<file path="src/rtl/prog_loader.sv">
// Boot loader between the 8-bit CPU and the shared program/data RAM.
// Fills RAM from a length-prefixed byte stream, then releases the CPU.
// Ports: clk/rst (sync, active-high); rx_data/rx_valid/rx_ready stream;
//   reload pulse; cpu_addr/cpu_data_out/cpu_we/cpu_data_in CPU bus;
//   mem_addr/mem_wdata/mem_we/mem_rdata RAM bus; cpu_run; load_err.
// Build option: define LOADER_CSUM_EN to require a trailing checksum byte.
module prog_loader #(
  parameter int ADDR_W = 8,
  parameter int DATA_W = 8
) (
  input  logic              clk,
  input  logic              rst,
  input  logic [DATA_W-1:0] rx_data,
  input  logic              rx_valid,
  output logic              rx_ready,
  input  logic              reload,
  input  logic [ADDR_W-1:0] cpu_addr,
  input  logic [DATA_W-1:0] cpu_data_out,
  input  logic              cpu_we,
  output logic [DATA_W-1:0] cpu_data_in,
  output logic [ADDR_W-1:0] mem_addr,
  output logic [DATA_W-1:0] mem_wdata,
  output logic              mem_we,
  input  logic [DATA_W-1:0] mem_rdata,
  output logic              cpu_run,
  output logic              load_err
);

  typedef enum logic [2:0] {
    WAIT_LEN,
    LOAD,
    WRITE,
    CHECK,
    RUN,
    ERROR
  } state_t;

  state_t            state;
  logic [ADDR_W-1:0] ptr;
  logic [ADDR_W:0]   count;
  logic [DATA_W-1:0] byte_q;
  logic              rdy_q;
  logic              we_q;
  logic              run_q;
  logic              err_q;

  logic [ADDR_W:0]   len;
  logic [ADDR_W:0]   count_dec;
  logic              acc;

`ifdef LOADER_CSUM_EN
  logic [DATA_W-1:0] sum;
  localparam state_t LAST_ST = CHECK;
`else
  localparam state_t LAST_ST = RUN;
`endif

  assign acc       = rx_valid && rdy_q;
  assign count_dec = count - 1'b1;

  // A length byte of zero stands for a full 2**ADDR_W image.
  always_comb begin
    len = (ADDR_W+1)'(rx_data);
    if (rx_data == '0) begin
      len = {1'b1, {ADDR_W{1'b0}}};
    end
  end

  always_ff @(posedge clk) begin
    if (rst) begin
      state  <= WAIT_LEN;
      ptr    <= '0;
      count  <= '0;
      byte_q <= '0;
      rdy_q  <= 1'b1;
      we_q   <= 1'b0;
      run_q  <= 1'b0;
      err_q  <= 1'b0;
`ifdef LOADER_CSUM_EN
      sum    <= '0;
`endif
    end else begin
      unique case (state)
        WAIT_LEN: begin
          if (acc) begin
            count <= len;
            ptr   <= '0;
`ifdef LOADER_CSUM_EN
            sum   <= '0;
`endif
            state <= LOAD;
          end
        end
        LOAD: begin
          if (acc) begin
            byte_q <= rx_data;
            rdy_q  <= 1'b0;
            we_q   <= 1'b1;
            state  <= WRITE;
          end
        end
        WRITE: begin
          we_q  <= 1'b0;
          ptr   <= ptr + 1'b1;
          count <= count_dec;
`ifdef LOADER_CSUM_EN
          sum   <= sum + byte_q;
`endif
          if (count_dec == '0) begin
            state <= LAST_ST;
            rdy_q <= (LAST_ST == CHECK);
            run_q <= (LAST_ST == RUN);
          end else begin
            state <= LOAD;
            rdy_q <= 1'b1;
          end
        end
`ifdef LOADER_CSUM_EN
        CHECK: begin
          if (acc) begin
            rdy_q <= 1'b0;
            if (rx_data == sum) begin
              state <= RUN;
              run_q <= 1'b1;
            end else begin
              state <= ERROR;
              err_q <= 1'b1;
            end
          end
        end
`endif
        RUN: begin
          if (reload) begin
            state <= WAIT_LEN;
            ptr   <= '0;
            count <= '0;
`ifdef LOADER_CSUM_EN
            sum   <= '0;
`endif
            run_q <= 1'b0;
            rdy_q <= 1'b1;
          end
        end
        default: begin
          state <= state;
        end
      endcase
    end
  end

  // CPU bus reaches RAM only while released; otherwise the loader owns it.
  assign rx_ready    = rdy_q;
  assign cpu_run     = run_q;
  assign mem_addr    = run_q ? cpu_addr : ptr;
  assign mem_wdata   = run_q ? cpu_data_out : byte_q;
  assign mem_we      = run_q ? cpu_we : we_q;
  assign cpu_data_in = run_q ? mem_rdata : '0;

`ifdef LOADER_CSUM_EN
  assign load_err = err_q;
`else
  assign load_err = 1'b0;
`endif

endmodule
</file>
<file path="config.mk">
export PLATFORM = sky130hd
export DESIGN_NAME = prog_loader
export DESIGN_NICKNAME = d
export VERILOG_FILES = /design/src/rtl/prog_loader.sv
export SDC_FILE = /design/constraint.sdc
export NUM_CORES = 1
export LEC_CHECK = 0
export ABC_AREA = 1
export CAP_MARGIN = 30
export CORE_ASPECT_RATIO = 1.5
export CORE_MARGIN = 2
export CORE_UTILIZATION = 46
export DETAILED_ROUTE_END_ITERATION = 8
export PLACE_DENSITY = 0.8
export SYNTH_ARGS = -nofsm -noshare
export SYNTH_HDL_FRONTEND = slang
export SYNTH_SLANG_ARGS = --single-unit
</file>
<file path="constraint.sdc">
create_clock -name clk -period 1.75 [get_ports clk]
set_clock_uncertainty 0.05 [all_clocks]
set_input_delay 0.2625 -clock clk [delete_from_list [all_inputs] [get_ports clk]]
set_output_delay 0.2625 -clock clk [all_outputs]
set_load 0.01 [all_outputs]
</file>
==> results of run 1 <==
==> worst min-delay path, cell delays in order (launching register included) <==
cell and delay, ns:
dfxtp_1 0.30, inv_1 0.06, a21oi_1 0.05
==> worst max path at each step <==
| stage | from | end | depth (start not counted) |
|---|---|---|---|
| 2_1_floorplan | count[0] | cpu_run | 11 |
| 3_3_place_gp | rx_valid | count[2] | 9 |
| 3_5_place_dp | rx_valid | count[1] | 9 |
| 4_1_cts | count[0] | rx_ready | 9 |
| 5_1_grt | count[1] | cpu_run | 13 |
| 6_report | state[0] | count[1] | 9 |
==> stage by stage <==
stage,hold WS [ns],power [W]
3_3_place_gp,0.387,0.00363
5_1_grt,0.429,0.00477
6_report,0.400,0.00444
4_1_cts,0.405,0.00422
2_1_floorplan,0.374,0.00270
3_5_place_dp,0.398,0.00370
==> cells in the mapped netlist, types with 5 or more instances <==
master and instances:
a21oi_1 29, clkbuf_1 10, dfxtp_1 31, inv_1 39, nand2_1 67, nand3_1 9, nand4_1 5, nor2_1 19
o21ai_0 38, o21ai_1 5
==> repair_timing <==
item,in CTS,in global routing
pin swaps,0,1
endpoints found under the setup margin,25,4
gates resized for setup,26,16
==> cell families (layout without fill, tap and decap cells) <==
family / count (synthesis) / after routing / synth area share (%)
AO/OA/AOI/OAI: 81 / 81 / 22.9
XOR/XNOR: 2 / 2 / 0.902
adder cells (fa/ha/maj): 3 / 3 / 1.93
buffers and inverters: 57 / 137 / 12.0
flip-flops: 31 / 31 / 31.9
other: 1 / 1 / 0.193
AND/OR/NAND/NOR: 122 / 122 / 30.2
==> report_power, final <==
group	internal (W)	leakage [nW]	total, W	switching [W]
registers	0.000909	0.254	0.00109	0.000177
clock network	0.000308	0.0470	0.000555	0.000248
logic	0.00123	1.01	0.00280	0.00157
==> cell type report <==
class	instances	area, um2	area share (%)
tap	46	57.6	1.99
clock inverter	1	5.00	0.173
clock buffer	6	82.6	2.86
sequential	31	622	21.6
timing repair buffer	87	817	28.3
multi-input combinational	209	1140	39.5
inverter	43	161	5.59
==> flip-flops by register name (all words and copies together), names as in the netlist <==
name	flops
ptr	8
state	3
we_q	1
count	9
cpu_run	1
byte_q	8
rx_ready	1
==> metal layers <==
layer	share of wire, %	routed length [um]	vias to the layer above
met5	0	0	-
met4	1.3	65	0
met3	5.6	289	7
met2	51	2650	59
met1	42	2160	952
li1	-	-	1123
==> impl_metrics.ini, run 1 <==
[routing]
drc_errors = 0
drt_first_pass_iters = 4
vias = 2141
drt_wl_total_um = 5170
drtAntennaViolNets = 0
viasPerCell = 5.06
drtIter0Drc = 88
wl_per_cell_um = 12.2

[floorplanning]
rows = 29
fp.dieArea_um2 = 4770
io_pins = 65
initial_utilization_pct = 47.0
die_x_um = 57.1
coreArea_um2 = 4140
die_h_um = 83.6

[layout]
num_antenna_cells = 0
area_growth_pct = 48.5
instances_no_fill = 423
stdcell_area_um2 = 2890
drive_gt1_share_pct = 18.0
finish.utilization_pct = 69.8
nFillCells = 369
layout_common_cells = nand2_1, clkdlybuf4s50_1, inv_1
final_common_cell = nand2_1
nets = 417

[worst_setup_path]
rr_startpoint = state[0]
arrival_ns = 1.74
path_buf_inv = 1
reg2regPathDepth = 9
critPathKind = reg -> reg
rr_endpoint = count[1]
slowest_delay_ns = 0.36
cp.required_ns = 1.87
worstPathMaxFanout = 9
cp_top_family = simple AND/OR/NAND/NOR gates
cp_slowest_cell = dfxtp_1
crit_path_start_kind = flop
end_kind = flop
cpMostUsedCell = nand2_2
reg2reg_slack_ns = 0.12
path_cells = nor2_1, nand2_2, nand2_2, nor2_4, nor3_4, nand2_4, buf_4, o21ai_1, a21oi_1

[clock_network]
clk_pin_slew_ns = 0.06
clk_root_buffer_cell = clkbuf_8
numCtsBuffers = 5
insertion_delay_ns = 0.28
cts.sinks = 31
cts-root-to-sink-buffers = 2
postCtsHoldBufs = 0
h-tree-depth = 2
cts_tree = built
post_cts_buffers = 0

[min_path]
hp-class = reg -> reg
hold-path-cell-count = 2
min_delay_worst_endpoint = byte_q[7]
holdCritStartpoint = byte_q[7]

[placed_design]
gp_congestion = 0.925
io_buffer_count = 63
pre_cts_ws_ns = -0.166
dp_hpwl_um = 3980
place_inst = 416
dpl-instance-area_um2 = 2780

[grt]
grtUsageMet3_pct = 5.12
antenna_found_initial = 0
grt_max_degree = 43
grt-busiest-layer = met2
gr-total-overflow = 0
grt_util_met2_pct = 40.2
track_usage_pct = 22.0
grt_pass1_vias = 1984
met1_usage_pct = 24.5
grt_pass1_wl_um = 8490

[sta]
fmaxAchievable_ghz = 0.614
finalSetupTns_ns = 0
finalMaxSlewViolations = 0
timing.final.ws_setup_ns = 0.121
period_needed_ns = 1.63
setup_viol = 0
period_share_pct = 93.1
finalHoldViolCount = 0

[logic_synthesis]
synthCells = 297
syn-num-nets = 337
async_reset_ff_share_pct = 0
ys_seq_elements = 31
avgSynthCellArea_um2 = 6.54
synthDistinctLibCells = 31
synth_top_area_share_pct = 31.9
synth-edff-count = 0
syn_area_um2 = 1940
yosysTopAreaCell = dfxtp_1
ys_warn_count = 0
synth-main-ff-cell = dfxtp_1
synth_area_leaders = dfxtp_1, nand2_1, o21ai_0
seq_area_frac_synth_pct = 31.9

[job]
max_cap_viol_count = 0

[power]
ir_worst_vdd_uv = 1140
power_density_nw_per_um2 = 1540
p_leak_nw = 1.31

[run_status]
status = complete, no violations
Power figures use the tool's default switching activity.
==> inputs of run 2 (changes only) <==
CAP_MARGIN = 20   (was 30)
CORE_UTILIZATION = 30   (was 46)
PLACE_DENSITY = 0.56   (was 0.8)
==> run 2 against run 1 <==
Sequential power barely moved. Routed wire length rose by 5.0%. Total power fell by 0.11%. Flip-flop and latch count did not move. Register-to-register slack got worse by 0.02 ns. Via count fell by 1.7%. Global-route usage fell by 6.1 points.
==> impl_metrics.ini, run 2 (synthesized netlist as in run 1, its figures left out) <==
[routing]
viasPerCell = 4.66
drtIter0Drc = 51
wl_per_cell_um = 12.0
drt_first_pass_iters = 4
vias = 2105
drt_wl_total_um = 5420
drc_errors = 0
drtAntennaViolNets = 0

[layout]
seq_area_um2 = 627
nets = 418
layout_common_cells = nand2_1, inv_1, o21ai_0, clkdlybuf4s50_1
drive_gt1_share_pct = 19.0
reg_top3 = count x9, byte_q x8, ptr x8
area_growth_pct = 50.7
finish.utilization_pct = 47.1
multi_input_area_um2 = 1140
nFillCells = 672
top_register = count
stdcell_area_um2 = 2930
num_antenna_cells = 0
largest_reg_flops = 9
final_common_cell = nand2_1

[grt]
grt_pass1_vias = 2066
grt_pass1_wl_um = 9270
track_usage_pct = 15.9
antenna_found_initial = 0
gr-total-overflow = 0
grt_max_degree = 44

[clock_network]
cts-root-to-sink-buffers = 2
clk_root_buffer_cell = clkbuf_8
h-tree-depth = 2
cts.sinks = 31
clk_pin_slew_ns = 0.07
numCtsBuffers = 5
cts_tree = built
insertion_delay_ns = 0.28

[worst_setup_path]
cp.required_ns = 1.88
critPathKind = in -> reg
worstPathMaxFanout = 4
crit_path_start_kind = input pin
arrival_ns = 1.80
end_kind = flop

[sta]
period_needed_ns = 1.67
finalMaxSlewViolations = 0
setup_viol = 0
finalHoldViolCount = 0
period_share_pct = 95.5
timing.final.ws_setup_ns = 0.0796
holdWs_ns = 0.398
fmaxAchievable_ghz = 0.599
finalSetupTns_ns = 0

[floorplanning]
coreArea_um2 = 6220
rows = 35
initial_utilization_pct = 31.2
io_pins = 65
die_x_um = 69.7
fp.dieArea_um2 = 7150
die_h_um = 103

[run_status]
status = complete, no violations

[min_path]
hp-class = reg -> reg

[power]
p_leak_nw = 1.33
power_density_nw_per_um2 = 1520
ir_worst_vdd_uv = 675

[placed_design]
dp_hpwl_um = 4060
gp_congestion = 0.827
pre_cts_ws_ns = -0.0956
dpl-instance-area_um2 = 2800
io_buffer_count = 63

[job]
max_cap_viol_count = 0
[run 2: cell count changes in the layout (fill, tap and decap cells not counted), moves of 2 or more]
| cell | change |
|---|---|
| nand3_1 | -2 |
| nand2_2 | +2 |
| o21ai_0 | +2 |
| nand3_2 | +3 |
| dfxtp_1 | -2 |
[run 2: worst max-delay path: stages]
cell and delay, ns:
clkdlybuf4s50_1 0.47, nand2_1 0.08, nand4_1 0.12, nand2_2 0.09
nor3_4 0.24, buf_4 0.16, nand2_2 0.11, buf_4 0.16
nand2_1 0.05, a21oi_1 0.06
[run 2: per-layer routing]
metal	global-route usage, %	vias up	part of all wire [%]
li1	-	1127	-
met1	18.6	905	43
met2	28.9	62	49
met3	2.83	11	5.0
met4	6.51	0	2.2
met5	0	-	0
[run 2: worst paths after layout]
check / endpoint / cells past startpoint / start / slack (ns)
worst max-delay path: ptr[1] / 10 / rx_valid / 0.08
worst min-delay path: byte_q[6] / 2 / byte_q[6] / 0.40
worst max register to register: ptr[1] / 11 / state[1] / 0.10
worst min register to register: byte_q[6] / 2 / byte_q[6] / 0.40
[run 2: metrics by stage]
step	power, W	std cells
after floorplan	0.00270	297
after global placement	0.00365	442
after detailed placement	0.00366	442
after CTS	0.00422	449
after global routing	0.00483	452
final	0.00444	452
[run 2: what timing repair did]
item                                    CTS  global route
pin swaps                                 0             4
hold buffers                              0             0
endpoints found under the setup margin   28             7
buffers inserted                          0             2
gates resized for setup                  27            17
gates cloned                              0             1
[run 2: area by class of cell]
cell class                      count  share of cell area, %
Clock buffer                        6                   2.82
Multi-Input combinational cell    210                   39.0
Inverter                           43                   5.51
Clock inverter                      1                  0.171
Tap cell                           74                   3.16
Timing Repair Buffer               87                   28.0
Sequential cell                    31                   21.4
[run 2: power breakdown]
| part | leakage [nW] | switching [W] | internal (W) |
|---|---|---|---|
| clock | 0.0470 | 0.000268 | 0.000308 |
| sequential | 0.255 | 0.000155 | 0.000917 |
| combinational | 1.03 | 0.00157 | 0.00122 |
